**config.mk**
```make
export PLATFORM = sky130hd
export DESIGN_NAME = apb2axi_flat
export DESIGN_NICKNAME = d
export VERILOG_FILES = /design/src/rtl/apb2axi_if.sv /design/src/rtl/apb2axi.sv /design/src/flat_wrapper.sv
export SDC_FILE = /design/constraint.sdc
export NUM_CORES = 1
export LEC_CHECK = 0
export BUFFER_PORTS_ARGS = -buffer_cell sky130_fd_sc_hd__buf_2
export CAP_MARGIN = 20
export CORE_UTILIZATION = 44
export CTS_CLUSTER_SIZE = 24
export DETAILED_ROUTE_END_ITERATION = 16
export HOLD_SLACK_MARGIN = 0.06
export PLACE_DENSITY = 0.77
export SLEW_MARGIN = 20
export SYNTH_ARGS = -nofsm -noshare
export SYNTH_HDL_FRONTEND = slang
export SYNTH_SLANG_ARGS = --single-unit
```
**constraint.sdc**
```tcl
create_clock -name aclk -period 2.9 [get_ports aclk]
set_input_delay 0 -clock aclk [delete_from_list [all_inputs] [get_ports aclk]]
set_output_delay 0 -clock aclk [all_outputs]
set_load 0.03 [all_outputs]
```
**src/rtl/apb2axi_if.sv**
```systemverilog
// Bus bundles for the APB-to-AXI4-Lite bridge.
// apb2axi_apb_if : APB3/APB4 bus; the bridge sits on the slave modport.
// apb2axi_axi_if : AXI4-Lite bus (32-bit data); the bridge sits on the master modport.
//
// Handshake rule (both buses): a beat moves on a rising clock edge where
// valid and ready are both high. Once raised, valid stays high until that
// edge, and the payload does not change while valid is high. Ready may
// depend on valid. APB completes an access on the edge where psel, penable
// and pready are all high.

interface apb2axi_apb_if #(
  parameter int ADRW = 16
);
  logic            psel;
  logic            penable;
  logic            pwrite;
  logic [ADRW-1:0] paddr;
  logic [31:0]     pwdata;
  logic [3:0]      pstrb;
  logic [31:0]     prdata;
  logic            pready;
  logic            pslverr;

  modport master (
    output psel, penable, pwrite, paddr, pwdata, pstrb,
    input  prdata, pready, pslverr
  );

  modport slave (
    input  psel, penable, pwrite, paddr, pwdata, pstrb,
    output prdata, pready, pslverr
  );
endinterface

interface apb2axi_axi_if;
  logic        awvalid;
  logic        awready;
  logic [31:0] awaddr;
  logic        wvalid;
  logic        wready;
  logic [31:0] wdata;
  logic [3:0]  wstrb;
  logic        bvalid;
  logic        bready;
  logic [1:0]  bresp;
  logic        arvalid;
  logic        arready;
  logic [31:0] araddr;
  logic        rvalid;
  logic        rready;
  logic [31:0] rdata;
  logic [1:0]  rresp;

  modport master (
    output awvalid, awaddr, wvalid, wdata, wstrb, bready, arvalid, araddr, rready,
    input  awready, wready, bvalid, bresp, arready, rvalid, rdata, rresp
  );

  modport slave (
    input  awvalid, awaddr, wvalid, wdata, wstrb, bready, arvalid, araddr, rready,
    output awready, wready, bvalid, bresp, arready, rvalid, rdata, rresp
  );
endinterface

```
**src/rtl/apb2axi.sv**
```systemverilog
// APB slave to AXI4-Lite master bridge. Every APB access becomes one
// single-beat AXI4-Lite transaction; pready stays low until the AXI
// response has come back. paddr is placed in a window at AXI_BASE.
// All AXI outputs are decoded from registered state only, so no AXI ready
// reaches an AXI valid combinationally.

module apb2axi #(
  parameter int          APB_ADRW = 16,
  parameter logic [31:0] AXI_BASE = 32'h8000_0000
) (
  input  logic          aclk,
  input  logic          areset,
  apb2axi_apb_if.slave  apb,
  apb2axi_axi_if.master axi,
  output logic [5:0]    state_dbg
);

  typedef enum logic [5:0] {
    IDLE = 6'b000001,
    WREQ = 6'b000010,
    WRSP = 6'b000100,
    RREQ = 6'b001000,
    RRSP = 6'b010000,
    DONE = 6'b100000
  } state_t;

  state_t                state, state_nxt;
  logic [APB_ADRW-1:0]   addr_reg;
  logic [31:0]           wdata_reg;
  logic [3:0]            strb_reg;
  logic [31:0]           prdata_reg;
  logic                  err;
  logic                  aw_done;
  logic                  w_done;

  logic setup;
  logic aw_hs;
  logic w_hs;
  logic aw_fin;
  logic w_fin;
  logic unused_resp_bits;

  assign setup  = apb.psel & ~apb.penable;
  assign aw_hs  = axi.awvalid & axi.awready;
  assign w_hs   = axi.wvalid & axi.wready;
  assign aw_fin = aw_done | aw_hs;
  assign w_fin  = w_done | w_hs;

  // Only the error bit of each response is meaningful to APB.
  assign unused_resp_bits = axi.bresp[0] ^ axi.rresp[0];

  assign axi.awaddr = {AXI_BASE[31:APB_ADRW], addr_reg};
  assign axi.araddr = {AXI_BASE[31:APB_ADRW], addr_reg};
  assign axi.wdata  = wdata_reg;
  assign axi.wstrb  = strb_reg;
  assign apb.prdata = prdata_reg;
  assign state_dbg  = state;

  // State register.
  always_ff @(posedge aclk or posedge areset) begin
    if (areset) state <= IDLE;
    else        state <= state_nxt;
  end

  // Next-state and output decode.
  always_comb begin
    state_nxt   = state;
    axi.awvalid = 1'b0;
    axi.wvalid  = 1'b0;
    axi.bready  = 1'b0;
    axi.arvalid = 1'b0;
    axi.rready  = 1'b0;
    apb.pready  = 1'b0;
    apb.pslverr = 1'b0;
    unique case (state)
      IDLE: begin
        if (setup) state_nxt = apb.pwrite ? WREQ : RREQ;
      end
      WREQ: begin
        axi.awvalid = ~aw_done;
        axi.wvalid  = ~w_done;
        if (aw_fin && w_fin) state_nxt = WRSP;
      end
      WRSP: begin
        axi.bready = 1'b1;
        if (axi.bvalid) state_nxt = DONE;
      end
      RREQ: begin
        axi.arvalid = 1'b1;
        if (axi.arready) state_nxt = RRSP;
      end
      RRSP: begin
        axi.rready = 1'b1;
        if (axi.rvalid) state_nxt = DONE;
      end
      DONE: begin
        apb.pready  = 1'b1;
        apb.pslverr = err;
        state_nxt   = IDLE;
      end
      default: state_nxt = IDLE;
    endcase
  end

  // Capture the APB request in the setup phase; reads use a full strobe.
  always_ff @(posedge aclk or posedge areset) begin
    if (areset) begin
      addr_reg  <= '0;
      wdata_reg <= '0;
      strb_reg  <= '0;
    end else if (state == IDLE && setup) begin
      addr_reg  <= apb.paddr;
      wdata_reg <= apb.pwdata;
      strb_reg  <= apb.pwrite ? apb.pstrb : 4'hF;
    end
  end

  // Track which of the two write-request channels has already handshaken.
  always_ff @(posedge aclk or posedge areset) begin
    if (areset) begin
      aw_done <= 1'b0;
      w_done  <= 1'b0;
    end else if (state == WREQ && !(aw_fin && w_fin)) begin
      aw_done <= aw_fin;
      w_done  <= w_fin;
    end else begin
      aw_done <= 1'b0;
      w_done  <= 1'b0;
    end
  end

  // Capture response status and read data when the AXI response arrives.
  always_ff @(posedge aclk or posedge areset) begin
    if (areset) begin
      err        <= 1'b0;
      prdata_reg <= '0;
    end else if (state == WRSP && axi.bvalid) begin
      err <= axi.bresp[1];
    end else if (state == RRSP && axi.rvalid) begin
      err        <= axi.rresp[1];
      prdata_reg <= axi.rdata;
    end
  end

endmodule
```
**src/flat_wrapper.sv**
```systemverilog
// flat-port wrapper written by rule: the top's interface ports become plain ports
module apb2axi_flat 
#(
  parameter int          APB_ADRW = 16,
  parameter logic [31:0] AXI_BASE = 32'h8000_0000
)
  (aclk, areset, state_dbg, apb_psel, apb_penable, apb_pwrite, apb_paddr, apb_pwdata, apb_pstrb, apb_prdata, apb_pready, apb_pslverr, axi_awvalid, axi_awaddr, axi_wvalid, axi_wdata, axi_wstrb, axi_bready, axi_arvalid, axi_araddr, axi_rready, axi_awready, axi_wready, axi_bvalid, axi_bresp, axi_arready, axi_rvalid, axi_rdata, axi_rresp);
  apb2axi_apb_if apb_i ();
  apb2axi_axi_if axi_i ();
  input  logic aclk;
  input  logic areset;
  output logic [5:0] state_dbg;
  input wire logic [$bits(apb_i.psel)-1:0] apb_psel;
  input wire logic [$bits(apb_i.penable)-1:0] apb_penable;
  input wire logic [$bits(apb_i.pwrite)-1:0] apb_pwrite;
  input wire logic [$bits(apb_i.paddr)-1:0] apb_paddr;
  input wire logic [$bits(apb_i.pwdata)-1:0] apb_pwdata;
  input wire logic [$bits(apb_i.pstrb)-1:0] apb_pstrb;
  output wire logic [$bits(apb_i.prdata)-1:0] apb_prdata;
  output wire logic [$bits(apb_i.pready)-1:0] apb_pready;
  output wire logic [$bits(apb_i.pslverr)-1:0] apb_pslverr;
  output wire logic [$bits(axi_i.awvalid)-1:0] axi_awvalid;
  output wire logic [$bits(axi_i.awaddr)-1:0] axi_awaddr;
  output wire logic [$bits(axi_i.wvalid)-1:0] axi_wvalid;
  output wire logic [$bits(axi_i.wdata)-1:0] axi_wdata;
  output wire logic [$bits(axi_i.wstrb)-1:0] axi_wstrb;
  output wire logic [$bits(axi_i.bready)-1:0] axi_bready;
  output wire logic [$bits(axi_i.arvalid)-1:0] axi_arvalid;
  output wire logic [$bits(axi_i.araddr)-1:0] axi_araddr;
  output wire logic [$bits(axi_i.rready)-1:0] axi_rready;
  input wire logic [$bits(axi_i.awready)-1:0] axi_awready;
  input wire logic [$bits(axi_i.wready)-1:0] axi_wready;
  input wire logic [$bits(axi_i.bvalid)-1:0] axi_bvalid;
  input wire logic [$bits(axi_i.bresp)-1:0] axi_bresp;
  input wire logic [$bits(axi_i.arready)-1:0] axi_arready;
  input wire logic [$bits(axi_i.rvalid)-1:0] axi_rvalid;
  input wire logic [$bits(axi_i.rdata)-1:0] axi_rdata;
  input wire logic [$bits(axi_i.rresp)-1:0] axi_rresp;
  assign apb_i.psel = apb_psel;
  assign apb_i.penable = apb_penable;
  assign apb_i.pwrite = apb_pwrite;
  assign apb_i.paddr = apb_paddr;
  assign apb_i.pwdata = apb_pwdata;
  assign apb_i.pstrb = apb_pstrb;
  assign apb_prdata = apb_i.prdata;
  assign apb_pready = apb_i.pready;
  assign apb_pslverr = apb_i.pslverr;
  assign axi_awvalid = axi_i.awvalid;
  assign axi_awaddr = axi_i.awaddr;
  assign axi_wvalid = axi_i.wvalid;
  assign axi_wdata = axi_i.wdata;
  assign axi_wstrb = axi_i.wstrb;
  assign axi_bready = axi_i.bready;
  assign axi_arvalid = axi_i.arvalid;
  assign axi_araddr = axi_i.araddr;
  assign axi_rready = axi_i.rready;
  assign axi_i.awready = axi_awready;
  assign axi_i.wready = axi_wready;
  assign axi_i.bvalid = axi_bvalid;
  assign axi_i.bresp = axi_bresp;
  assign axi_i.arready = axi_arready;
  assign axi_i.rvalid = axi_rvalid;
  assign axi_i.rdata = axi_rdata;
  assign axi_i.rresp = axi_rresp;
  apb2axi #(.APB_ADRW(APB_ADRW), .AXI_BASE(AXI_BASE)) u_core (.aclk(aclk), .areset(areset), .apb(apb_i), .axi(axi_i), .state_dbg(state_dbg));
endmodule
```
# After elaboration in Yosys (flattened, before gate mapping)
# Index checks and enable logic that the tools add are counted.
# totals
register_bits	93
in_bits	98
output_inout_bits	145
wordCells	56
# classes
eq_ne	11
muxes	19
bitwise	9
reduce_logical	9
# op_table
operator	count
6-bit two-way mux	5
6-bit case mux with 5 select lines	1
1-bit two-way mux	11
4-bit two-way mux	2
6-bit by 1-bit equality test with 1-bit output (second input constant)	1
6-bit by 2-bit equality test with 1-bit output (second input constant)	1
6-bit by 3-bit equality test with 1-bit output (second input constant)	1
6-bit by 4-bit equality test with 1-bit output (second input constant)	1
6-bit by 5-bit equality test with 1-bit output (second input constant)	1
6-bit equality test (second input constant)	1
2-bit inequality test (second input constant)	3
1-bit logical AND	5
5-bit AND reduction	1
2-bit by 1-bit inequality test with 1-bit output (second input constant)	2
1-bit NOT	4
1-bit AND	3
1-bit OR	2
2-bit AND reduction	1
2-bit nonzero test	1
1-bit zero test	1

# Longest topological paths before layout
# Gate-level depths: netlist (run 1).
# depth
ltp_word	8
mapped_depth	6
mapped_depth_nobuf	4

# Worst setup path after synthesis (run 1)
# OpenSTA, ideal clock, no wires.
# synth_timing
path_type	register to output
startpoint	reg u_core.state[1] (netlist: u_core.state_dbg[1])
endpoint	out apb_pslverr
arrival_time_ns	2.070
required_ns	2.900
path_slack_ns	0.830
path_stages_with_launch	5
n_path_buf	0
cell_sequence	dfrtp_1 nor2_1 nand2_1 nor3b_1 and2_1
# synth_between
elab_chain_cells	2
# synth_rtl
element	line	source
start, declared	apb2axi.sv:27	state_t state, state_nxt;
start signal, assigned	apb2axi.sv:62	else state <= state_nxt;
6-bit equality test	apb2axi.sv:75	unique case (state)
1-bit two-way mux	apb2axi.sv:75	
end, declared	flat_wrapper.sv:21	output wire logic [$bits(apb_i.pslverr)-1:0] apb_pslverr;
# Every way passes these cells.

# Worst setup path after layout (run 1)
# layout_timing
startpoint	reg u_core.state[3] (netlist: u_core.state_dbg[3])
endpoint	reg u_core.err
# layout_between
elab_chain_cells	3
word_cells_on_any_way	6
classes_between	eq/ne (2); mux (1); reduce/logical (3)
# layout_rtl
element	line	source
6-bit by 3-bit equality test with 1-bit output / 6-bit by 5-bit equality test with 1-bit output (equally long branches)	apb2axi.sv:137, apb2axi.sv:139	
1-bit logical AND, on equally long branches	apb2axi.sv:137, apb2axi.sv:139	
1-bit two-way mux / 2-bit nonzero test (equally long branches)	--	
end signal, assigned	apb2axi.sv:138	err <= axi.bresp[1];
end signal, assigned	apb2axi.sv:140	err <= axi.rresp[1];
end, declared	apb2axi.sv:32	logic err;
# Parallel ways exist; a longest one is shown, timed or not.
# A chain may end at the register's enable or synchronous reset.

==> flow_summary.ini, run 1 <==
[place]
dpl.hpwl_mm = 6.18
port_buffers = 208
dp.cells = 608
dpl_cell_area_um2 = 5120
finalWeightedCongestion = 0.747

[timing]
finalHoldViolations = 0
fin_crit_sh_pct = 86.7
min_period_ns = 2.52
slew_headroom_pct = 48.0
fin_skew_ns = 0.00916
slew_violations = 0
finalSetupTns_ns = 0
setup_viol = 0
tightest_slew_ns = 0.779
fmax_mhz = 398
whs_ns = 0.0832
rsz0062_at_grt = no

[worst_setup_path]
reg2reg_from = u_core.state_dbg[3]
crit_type = flop to flop
cp.required_ns = 3.13
reg2reg_slack_ns = 0.38
critical_path_arrival_ns = 2.75
cp-startpoint = u_core.state_dbg[3]
cp_max_fo = 33
endpoint_kind = flop
start_kind = flop

[grt]
grt_pass1_vias = 3365
antenna_found_initial = 0
busiest_layer = met2
grt_max_degree = 50
grt_pass1_wl_mm = 16.4
overflow = 0
met1_usage_pct = 23.0
met3_usage_pct = 4.43
grt_use_total_pct = 21.5
use_met2_pct = 39.8

[power_and_ir_drop]
powerDensity_nw_per_um2 = 916
intPower_mw = 3.21
clkPwrFrac_pct = 14.2
p_sw_mw = 2.57
pwr-share-comb_pct = 49.9
power.leakage_nw = 3.43
power_mw = 5.77
peakVddDrop_v = 0.000586
p_sw_share_pct = 44.4
p_seq_share_pct = 35.9

[detailed_routing]
drt_drc_violations_left = 0
avgRoutedWirePerCell_um = 14.3
drt_iter0_drc = 72
ant_nets = 0
via_count = 3225
routed_wl_mm = 10.3
viasPerCell = 4.46
drtPass1Iterations = 4

[worst_hold_path]
min_from = apb_penable
hp-class = primary input to flop

[finish]
final_nets = 687
num-fill-cells = 663
multi_input_area_um2 = 1520
fin_area_um2 = 6300
area_delta_synth_final_pct = 50.8
drive_above_1_share_pct = 52.7
regArea_um2 = 2330
fin_cells = 723
num_antenna_cells = 0

[die]
die_w_um = 99.5
io_pins = 243
rows = 35
die_h_um = 99.5
die-area_um2 = 9890
core_um2 = 9240
initial_core_util_pct = 45.2

[cts]
cts_sinks = 93
cts-root-buf = clkbuf_8
h-tree-depth = 3
clock_latency_ns = 0.35
clk_pin_slew_worst_paths_ns = 0.09
max-clock-path-buffers = 2
cts_buffers = 9
cts_tree = yes

[yosys]
netlist_area_um2 = 4180
syn_avg_cell_area_um2 = 14.2
synth_area_leader_cell = dfrtp_1
yosysSeqAreaShare_pct = 55.7
synthTopCellsByCount = dfrtp_1, buf_4, mux2_2
synth_cell_type_count = 32
async_flop_share_pct = 100
synth.most_common_cell = dfrtp_1
synthTopCellsByArea = dfrtp_1, mux2_4, mux2_2
ys_dominant_reg_cell = dfrtp_1
netlist_instances = 295
ys_seq_elements = 93
synth_top_area_share_pct = 55.1
synth_warnings = 0
synth_edf_count = 0

[outcome]
status = finished, final reports clean

[job]
maxCapViolCount = 0
-- power groups by stage --
stage | Sequential, mW | Clock, mW | Combinational [mW]
after floorplan | 3.02 | 0 | 1.18
after global placement | 2.04 | 0 | 2.71
after detailed placement | 2.08 | 0 | 2.75
after CTS | 2.06 | 0.857 | 2.87
after global routing | 2.14 | 0.907 | 3.02
final | 2.07 | 0.820 | 2.88
-- per-layer routing --
| layer | wire, µm | up-vias |
|---|---|---|
| li1 | - | 1509 |
| met1 | 3940 | 1536 |
| met2 | 5520 | 147 |
| met3 | 518 | 33 |
| met4 | 354 | 0 |
| met5 | 0 | - |
-- through the flow --
| step | utilization (%) | setup slack (ns) |
|---|---|---|
| 2_1_floorplan | - | 0.481 |
| 3_3_place_gp | 55.4 | 0.742 |
| 3_5_place_dp | 55.4 | 0.685 |
| 4_1_cts | 68.2 | 0.347 |
| 5_1_grt | 68.2 | 0.254 |
| 6_report | 68.2 | 0.385 |
-- logic make-up after synthesis --
kind of cell / share of synthesized area (%)
simple gates: 6.14
other cells: 0.180
mux: 25.3
buf+inv: 10.9
flops: 55.7
xor+xnor: 0.210
compound gates: 1.59
-- final timing paths --
path / depth (start not counted) / endpoint
worst min register to register: 2 / u_core.axi.wstrb[3]
min in group asynchronous: 3 / u_core.apb.prdata[18]
worst max-delay path: 5 / u_core.err
worst min-delay path: 5 / u_core.state_dbg[0]
worst max register to register: 5 / u_core.err
max in group asynchronous: 4 / u_core.axi.wdata[27]
-- timing repair --
item | in CTS | in global routing
buffers inserted | 0 | 0
hold buffers | 99 | 0
resized for setup | 0 | 0
endpoints found under the hold margin | 135 | 0
-- critical path, stage by stage, from the launching register on --
cell and delay, ns:
dfrtp_1 0.49, nor4_4 0.40, nand3_4 0.56, mux2i_1 0.32
a21oi_1 0.09, dlygate4sd3_1 0.55
-- final cells by class --
cell class | instances | area share, %
Clock inverter | 4 | 0.496
Inverter | 5 | 0.318
Tap cell | 129 | 2.56
Multi-Input combinational cell | 170 | 24.1
Timing Repair Buffer | 310 | 33.0
Clock buffer | 12 | 2.62
Sequential cell | 93 | 36.9
-- layout by cell type (no fill, tap or decap), types with 6 or more instances in the layout --
master / n
buf_2: 208
dlygate4sd3_1: 99
dfrtp_1: 92
mux2_2: 41
mux2_4: 39
conb_1: 32
nor2_1: 15
clkbuf_8: 12
nand2_1: 8
o21ai_0: 6
No activity file was read; power rests on OpenSTA's default activity.
==> inputs of run 2 (changes only) <==
--- a/config.mk
+++ b/config.mk
@@ -5,13 +5,14 @@
 export SDC_FILE = /design/constraint.sdc
 export NUM_CORES = 1
 export LEC_CHECK = 0
-export BUFFER_PORTS_ARGS = -buffer_cell sky130_fd_sc_hd__buf_2
 export CAP_MARGIN = 20
-export CORE_UTILIZATION = 44
+export CORE_AREA = 2 2 94 96
 export CTS_CLUSTER_SIZE = 24
 export DETAILED_ROUTE_END_ITERATION = 16
+export DIE_AREA = 0 0 96 98
+export DONT_BUFFER_PORTS = 1
 export HOLD_SLACK_MARGIN = 0.06
-export PLACE_DENSITY = 0.77
+export PLACE_DENSITY = 0.62
 export SLEW_MARGIN = 20
 export SYNTH_ARGS = -nofsm -noshare
 export SYNTH_HDL_FRONTEND = slang
==> flow_summary.ini, run 2 <==
[yosys]
async_flop_share_pct = 100
ys_seq_elements = 93
netlist_area_um2 = 4180
synth_area_leader_cell = dfrtp_1
synthTopCellsByCount = dfrtp_1, buf_4, mux2_2
syn_avg_cell_area_um2 = 14.2
synth_top_area_share_pct = 55.1
synth_warnings = 0
yosysSeqAreaShare_pct = 55.7
synth_cell_type_count = 32
synth.most_common_cell = dfrtp_1
netlist_instances = 295
synth_edf_count = 0
ys_dominant_reg_cell = dfrtp_1
synthTopCellsByArea = dfrtp_1, mux2_4, mux2_2

[outcome]
status = stopped before the end
firstError = [ERROR RSZ-0060] Max buffer count reached.
stop_stage = clock tree synthesis

[place]
dpl.hpwl_mm = 5.50
port_buffers = 0
dp_slack_ns = 0.752
dpl_cell_area_um2 = 4040
finalWeightedCongestion = 0.755

[cts]
cts_buffers = 9
cts-root-buf = clkbuf_8
h-tree-depth = 3
cts_hold_buffers = 101
max-clock-path-buffers = 2
cts_sinks = 93
ctsResizeCount = 0
post_cts_buffers = 0

[die]
die_h_um = 98
rows = 34
die_w_um = 96
initial_core_util_pct = 49.4
io_pins = 243
==> run 2: logic make-up after synthesis <==
logic type	Yosys count	share of synthesized area [%]
other	2	0.180
buffers and inverters	62	10.9
AND/OR/NAND/NOR	44	6.14
flip-flops	93	55.7
AO/OA/AOI/OAI	12	1.59
multiplexers	81	25.3
XOR/XNOR	1	0.210
==> run 2: per-stage QoR <==
| step | utilization [%] | instances |
|---|---|---|
| 3_5_place_dp | 47.7 | 381 |
| 3_3_place_gp | 47.7 | 381 |
| 2_1_floorplan | - | 325 |
==> inputs of run 3 (changes only) <==
--- a/config.mk
+++ b/config.mk
@@ -6,13 +6,10 @@
 export NUM_CORES = 1
 export LEC_CHECK = 0
 export CAP_MARGIN = 20
-export CORE_AREA = 2 2 94 96
-export CTS_CLUSTER_SIZE = 24
+export CORE_UTILIZATION = 40
 export DETAILED_ROUTE_END_ITERATION = 16
-export DIE_AREA = 0 0 96 98
 export DONT_BUFFER_PORTS = 1
-export HOLD_SLACK_MARGIN = 0.06
-export PLACE_DENSITY = 0.62
+export PLACE_DENSITY_LB_ADDON = 0.15
 export SLEW_MARGIN = 20
 export SYNTH_ARGS = -nofsm -noshare
 export SYNTH_HDL_FRONTEND = slang
==> flow_summary.ini, run 3 (same netlist as run 1, synthesis figures left out) <==
[outcome]
status = finished, final reports clean

[timing]
whs_ns = 0.0943
slew_headroom_pct = 53.3
rsz0062_at_grt = no
fin_skew_ns = 0.0124
finalHoldViolations = 0
fin_crit_sh_pct = 84.8
slew_violations = 0
fmax_mhz = 407
tightest_slew_ns = 0.700
finalSetupTns_ns = 0
setup_viol = 0
min_period_ns = 2.46

[die]
initial_core_util_pct = 42.0
rows = 36
core_um2 = 9950
die-area_um2 = 10900
io_pins = 243
die_h_um = 104
die_w_um = 104

[worst_setup_path]
cp.required_ns = 3.14
reg2reg_slack_ns = 0.44
reg2reg_to = u_core.err
crit_type = flop to flop
cp_max_fo = 33
reg2reg_from = u_core.state_dbg[0]
critical_path_arrival_ns = 2.70
cp_top_family = buffers and inverters
worstPathCellList = nor4_4 > nand3_4 > buf_4 > mux2i_1 > a21oi_1 > dlygate4sd3_1
crit_slowest_cell = dfstp_2
endpoint_kind = flop
reg2regPathDepth = 6
max_stage_delay_ns = 0.76
start_kind = flop
critPathBufInv = 2

[cts]
cts_tree = yes
clock_latency_ns = 0.35
h-tree-depth = 3
clk_pin_slew_worst_paths_ns = 0.09
cts_sinks = 93
max-clock-path-buffers = 2
cts_buffers = 9
cts-root-buf = clkbuf_8
ctsResizeCount = 0

[place]
port_buffers = 0
dpl.hpwl_mm = 5.43
finalWeightedCongestion = 0.684

[detailed_routing]
routed_wl_mm = 8.81
avgRoutedWirePerCell_um = 16.9
drt_iter0_drc = 121
ant_nets = 0
drtPass1Iterations = 4
drt_drc_violations_left = 0
via_count = 2473
viasPerCell = 4.75

[grt]
grt_max_degree = 59
grt_use_total_pct = 16.5
antenna_found_initial = 0
grt_pass1_wl_mm = 14.0
grt_pass1_vias = 2586
overflow = 0

[power_and_ir_drop]
power.leakage_nw = 2.54
power_mw = 5.10
powerDensity_nw_per_um2 = 968
peakVddDrop_v = 0.000557

[finish]
layout_common_cells = dlygate4sd3_1, dfrtp_1, mux2_2
num_antenna_cells = 0
final_nets = 481
final_common_cell = dlygate4sd3_1
area_delta_synth_final_pct = 26.0
drive_above_1_share_pct = 26.8
num-fill-cells = 824
final_util_pct = 52.9

[job]
maxCapViolCount = 0

[worst_hold_path]
min_from = apb_psel
hold_depth = 4
hp-class = primary input to flop
min_to = u_core.state_dbg[0]
## run 3: layout make-up
type	count	area [µm²]	share of cell area [%]
clock buffer	12	145	2.76
clock inverter	4	32.5	0.618
inverter	5	21.3	0.404
multi-input combinational	170	1520	28.8
sequential	93	2330	44.2
tap	133	166	3.16
timing repair buffer	104	1060	20.0
## run 3: power breakdown
group | leakage (nW) | internal [mW] | total, mW | switching, mW
Clock | 0.0832 | 0.341 | 0.790 | 0.449
Combinational | 1.28 | 0.600 | 0.947 | 0.348
Sequential | 1.18 | 1.76 | 3.36 | 1.60
## run 3: worst register-to-register path, cell delays in order (launching register included)
cell           delay [ns]
dfstp_2              0.76
nor4_4               0.11
nand3_4              0.10
buf_4                0.49
mux2i_1              0.27
a21oi_1              0.08
dlygate4sd3_1        0.55
## run 3: per-stage QoR
step / cell area (µm²) / cells / setup slack [ns]
2_1_floorplan: 4290 / 325 / 0.481
3_3_place_gp: 4090 / 405 / 0.959
6_report: 5270 / 521 / 0.442
3_5_place_dp: 4090 / 405 / 0.931
5_1_grt: 5270 / 521 / 0.321
4_1_cts: 5270 / 521 / 0.436
## run 3: worst max-delay path by stage
stage	end	cells past startpoint	startpoint
2_1_floorplan	u_core.addr_reg[0]	1	areset
3_3_place_gp	u_core.apb.prdata[30]	4	u_core.state_dbg[0]
3_5_place_dp	u_core.apb.prdata[31]	4	u_core.state_dbg[0]
4_1_cts	u_core.err	6	u_core.state_dbg[0]
5_1_grt	u_core.err	6	u_core.state_dbg[2]
6_report	u_core.err	6	u_core.state_dbg[0]
## run 3: routing by layer
layer / part of all wire (%) / vias to the layer above / wire length (µm) / global-route usage (%)
met4: 2.4 / 0 / 209 / 8.16
met2: 53 / 132 / 4700 / 29.1
met1: 38 / 1230 / 3340 / 18.6
met3: 6.4 / 19 / 562 / 4.07
li1: - / 1092 / - / -
met5: 0 / - / 0 / 0
## run 3: what timing repair did
action,in CTS,in global routing
buffers inserted,0,0
endpoints found under the setup margin,0,0
endpoints found under the hold margin,145,0
hold buffers,100,0
